--- config.mk ---
export PLATFORM = sky130hd
export DESIGN_NAME = crc_serial_lfsr
export DESIGN_NICKNAME = d
export VERILOG_FILES = /design/src/rtl/crc_serial_checker_pkg.sv /design/src/rtl/crc_serial_lfsr.sv
export SDC_FILE = /design/constraint.sdc
export NUM_CORES = 1
export LEC_CHECK = 0
export CORE_AREA = 2 2 39 41
export CTS_BUF_LIST = sky130_fd_sc_hd__clkbuf_8
export CTS_CLUSTER_SIZE = 30
export DETAILED_ROUTE_END_ITERATION = 8
export DIE_AREA = 0 0 41 43
export PLACE_DENSITY = 0.64
export SLEW_MARGIN = 20
export SYNTH_ARGS = -nofsm -noshare
export SYNTH_HDL_FRONTEND = slang
export SYNTH_SLANG_ARGS = --single-unit
export TNS_END_PERCENT = 5
--- constraint.sdc ---
create_clock -name i_clk -period 1.9 [get_ports i_clk]
set_input_delay 0.285 -clock i_clk [delete_from_list [all_inputs] [get_ports i_clk]]
set_output_delay 0.285 -clock i_clk [all_outputs]
set_load 0.01 [all_outputs]
--- src/rtl/crc_serial_checker_pkg.sv ---
// ============================================================================
// Module  : crc_serial_checker_pkg
// Brief   : Shared types, default constants and the serial CRC step function.
// Revision: 1.0
// ============================================================================
`default_nettype none

package crc_serial_checker_pkg;

    localparam int          C_MAX_WIDTH    = 16;
    localparam int          C_CNT_W        = 16;
    localparam logic [15:0] C_DEFAULT_POLY = 16'h0007;
    localparam logic [15:0] C_DEFAULT_INIT = 16'h0000;

    typedef enum logic [1:0] {
        ST_IDLE = 2'd0,
        ST_ACC  = 2'd1,
        ST_DONE = 2'd2
    } state_t;

    // One MSB-first shift of the CRC register; msb selects the active top bit
    // so narrower registers can share the 16-bit datapath and truncate.
    function automatic logic [15:0] crc_step(input logic [15:0] q,
                                             input logic        d,
                                             input logic [15:0] poly,
                                             input logic [3:0]  msb);
        logic w_fb;
        w_fb = q[msb] ^ d;
        return {q[14:0], 1'b0} ^ (w_fb ? poly : 16'h0000);
    endfunction

endpackage

`default_nettype wire

--- src/rtl/crc_serial_lfsr.sv ---
// ============================================================================
// Module  : crc_serial_lfsr
// Brief   : CRC register with load-from-INIT and shift-enable controls.
// Revision: 1.0
// ============================================================================
`default_nettype none

module crc_serial_lfsr
    import crc_serial_checker_pkg::*;
#(
    parameter int               WIDTH = 8,
    parameter logic [WIDTH-1:0] POLY  = C_DEFAULT_POLY[WIDTH-1:0],
    parameter logic [WIDTH-1:0] INIT  = C_DEFAULT_INIT[WIDTH-1:0]
) (
    input  logic             i_clk,
    input  logic             i_rst_n,
    input  logic             i_load,
    input  logic             i_en,
    input  logic             i_d,
    output logic [WIDTH-1:0] o_q
);

    logic [WIDTH-1:0] r_q;
    logic [WIDTH-1:0] w_base;
    logic [WIDTH-1:0] w_next;

    // A load restarts the frame: the first bit is folded into INIT directly.
    assign w_base = i_load ? INIT : r_q;
    assign w_next = WIDTH'(crc_step(16'(w_base), i_d, 16'(POLY), 4'(WIDTH - 1)));

    always_ff @(posedge i_clk or negedge i_rst_n) begin
        if (!i_rst_n) begin
            r_q <= INIT;
        end else if (i_load || i_en) begin
            r_q <= w_next;
        end
    end

    assign o_q = r_q;

endmodule

`default_nettype wire

Yosys cells after proc, flatten, opt, wreduce, memory -nomap -nowiden
Index checks and enable logic that the tools add are counted.
{ "totals": {"regBits": 8, "latch_bits": 0, "ramBits": 0, "rom_bits": 0, "input_bits": 5, "output_inout_bits": 8, "n_memories": 0} }
{ "op_classes": {"addsub": 0, "mul": 0, "div": 0, "magnitude_cmp": 0, "eq_ne": 0, "n_shift": 0, "mux": 2, "n_bitwise": 2, "n_reduce_logical": 1} }
{ "op_table": {"columns": ["op", "count"], "rows": [
  ["8-bit 2-to-1 mux", 1],
  ["8-bit by 3-bit bitwise XOR with 8-bit output", 1],
  ["3-bit 2-to-1 mux", 1],
  ["1-bit logical OR", 1],
  ["1-bit bitwise XOR", 1]
]} }

Longest topological paths before layout
{ "depth": {"depth_word": 4, "mapped_depth": 3, "depth_no_buf": 3} }

Worst setup path before layout
No wires, ideal clock.
{ "synth_path": {"path_kind": "reg2reg", "startpoint": "register r_q[7] (netlist: o_q[7])", "endpoint": "register r_q[1] (netlist: o_q[1])", "setup_ns": 0.121, "arrival_ns": 0.952, "required_ns": 1.779, "setup_slack_ns": 0.827, "stages_incl_launch_ff": 4, "path_buffers": 0, "path_cell_list": "dfrtp_1 -> xnor2_1 -> o22a_1 -> o22a_1"} }
{ "synth_via": {"elab_chain_cells": 4} }
{ "synth_lines": {"columns": ["item", "line", "rtl"], "rows": [
  ["from (decl)", "crc_serial_lfsr.sv:23", "logic [WIDTH-1:0] r_q;"],
  ["from (signal assigned)", "crc_serial_lfsr.sv:35", "r_q <= w_next;"],
  ["8-bit 2-to-1 mux", "crc_serial_lfsr.sv:28", "assign w_base = i_load ? INIT : r_q;"],
  ["1-bit bitwise XOR", "crc_serial_checker_pkg.sv:28", "w_fb = q[msb] ^ d;"],
  ["3-bit 2-to-1 mux", "crc_serial_checker_pkg.sv:29", "return {q[14:0], 1'b0} ^ (w_fb ? poly : 16'h0000);"],
  ["8-bit by 3-bit bitwise XOR with 8-bit output", "crc_serial_checker_pkg.sv:29", null]
]} }
Every way passes these cells.
A chain may end at the register's enable or synchronous reset.

Worst setup path after layout
{ "layout_path": {"startpoint": "register r_q[7] (netlist: o_q[7])", "endpoint": "output port o_q[7]"} }
{ "layout_lines": {"columns": ["item", "line", "rtl"], "rows": [
  ["to (decl)", "crc_serial_lfsr.sv:20", "output logic [WIDTH-1:0] o_q"]
]} }
No word-level cell between the ends.

==> reports/summary.txt <==
Synth Area per Inst - 11.22 um^2
overall power consumption - 460.2 uW
yosys warns - 0
skew final - 0.0006957 ns
Critical Path, Cell by Cell - clkdlybuf4s50_1
final hold violations - 0
most frequent cells in the layout - clkdlybuf4s50_1 (12), dfrtp_1 (8), o22a_1 (6)
Antenna Nets Post-Route - 0
post-synthesis cell type with the largest combined area - dfrtp_1
reg2reg path depth - 3
number of rows created at floorplan - 14
total placed instance area - 516.7 um^2
TritonCTS clock tree - built
overall fraction of global-route tracks in use - 10.45%
die area - 0.001763 mm^2
category of the critical setup timing path - reg2out
synthesized cell area - 370.4 um^2
slowest stage cell, crit path - clkdlybuf4s50_1
synthesis-stage register bit count - 8
sum of routed wire length over all layers - 748 um
drt first-iter violations - 5
post-layout utilization of the core - 40.33%
H-Tree Depth - 1
family of cells with the greatest summed delay on the critical path - buffers and inverters
Num CTS Buffers - 3
Setup crit start kind - flip-flop
flip-flop count of the largest register, all copies and words added - 8
number of clock sinks seen by CTS - 8
routed vias/inst - 4.516
vias after detailed routing - 289
fraction of final layout cells with drive strength greater than 1 - 10.42%
count of distinct cell types in the synthesized netlist - 10
Port Buf Inserts - 12
max-cap check violation count - 0
buffers inserted by post-CTS timing repair - 0
total congestion overflow - 0
Crit path buffers/inverters - 1
number of DRC violations after detailed routing - 0
achievable frequency - 664.0 MHz
Hold WC Path Type - in2async
final max-slew violation count - 0
reg2reg start - o_q[7]
register-to-register setup slack - 0.81 ns
clock transition at the registers of the reported paths - 0.04 ns
maximum fanout count along the critical path - 5
worst stage delay on the critical path - 0.57 ns
half-perimeter wire length after detailed placement - 562.1 um
power density over the cells - 824.7 mW/mm^2
share of the clock period used by the worst path after layout - 79.26%
most used routing layer in global routing - met2
main area contributors after synthesis - dfrtp_1 (54%), o22a_1 (14%), mux2i_1 (14%)
worst-skew pair later-pin latency - 0.22 ns
design area - 558.0 um^2
routability-driven placement congestion ratio - 0.6511
share of the yosys chip area belonging to registers - 54.05%
Max VDD drop - 0.3252 mV
commonest non-fill, non-tap cell in the layout - clkdlybuf4s50_1
Root Driver - clkbuf_8
Worst Path Required - 1.62 ns
total negative slack for setup checks - 0 ns
number of ports placed on the die boundary - 13
cts-stage hold buffer count - 0
core region area - 0.001384 mm^2
maximum number of pins on one net before global-route repair - 12
RSZ-0062 raised after global routing - false
First-pass DRT Iterations - 4
growth of design area from synthesis to finish - 50.68%
Worst Hold Margin - 0.3442 ns
Starting Density - 26.76%
post-layout min period - 1.506 ns
first-pass GRT wire length - 1179 um
Worst setup EP type - output pin
status - complete, no violations
number of nets in the layout - 55
Worst EP arrival - 1.22 ns
GR Util met3 - 4.712%
total inserted antenna cells - 0
worst slew slack as a fraction of its limit - 75.18%
area fraction of the dominant cell type after synthesis - 54.05%
met2 track demand over resource in global routing - 13.75%
worst reg2reg endpoint - o_q[1]
leakage dissipation - 0.0002395 uW
met1 usage - 12.62%
average wire per standard cell - 11.69 um
buffer levels on the longest clock path - 2
worst slew pin tran - 0.3711 ns
overall die height - 43 um
die width - 41 um
Resized Gates After CTS - 0
final count of negative-setup-slack endpoints - 0
vias in the first global route - 293
Syn Nets - 38
count of mapped cells out of synthesis - 33
number of antenna violations at the first check in global routing - 0
-- report_power, final --
| group | switching, uW | internal (uW) |
|---|---|---|
| clock | 62.0 | 137 |
| combinational | 29.5 | 43.1 |
| sequential | 7.91 | 181 |
-- kinds of logic after synthesis --
kind of cell	Yosys count	synth area share, %
AO/OA/AOI/OAI	9	18.24
XOR/XNOR	2	4.731
buffers and inverters	3	3.375
flip-flops	8	54.05
multiplexers	5	13.51
AND/OR/NAND/NOR	6	6.081
-- final cells by class --
type                            count  area, um^2
Fill cell                         147       825.8
Clock buffer                        3       41.29
Tap cell                           16       20.02
Multi-Input combinational cell     22       157.7
Sequential cell                     8       200.2
Timing Repair Buffer               14       135.1
Inverter                            1       3.754
-- synthesized netlist by cell type, drive strengths merged --
cell type,count
inv,1
dfrtp,8
mux2i,5
clkbuf,1
nor2,5
o22a,6
buf,1
nand2,1
a21oi,3
xnor2,2
-- routing by layer --
layer | routed length [um] | vias up
met3 | 67 | 0
li1 | - | 148
met1 | 352 | 132
met4 | 0 | 0
met5 | 0 | -
met2 | 328 | 9
-- worst max path at each step --
stage          depth (start not counted)  startpoint  slack, ns      to
2_1_floorplan                          3      o_q[7]       0.83  o_q[1]
3_3_place_gp                           4        i_en       0.49  o_q[1]
3_5_place_dp                           4         i_d       0.43  o_q[2]
4_1_cts                                1      o_q[7]       0.37  o_q[7]
5_1_grt                                1      o_q[7]       0.34  o_q[7]
6_report                               1      o_q[7]       0.39  o_q[7]
-- worst reg2reg max path, cell delays in order (launching register included) --
cell	delay (ns)
dfrtp_1	0.43
xnor2_1	0.17
o22a_1	0.18
o22a_1	0.19
-- per-stage QoR --
stage | cells | worst slack (ns)
finish | 64 | 0.3941
global route | 64 | 0.3404
CTS | 64 | 0.3742
detailed placement | 61 | 0.4334
global placement | 61 | 0.4859
floorplan | 33 | 0.8268
No activity file was read; power rests on OpenSTA's default activity.
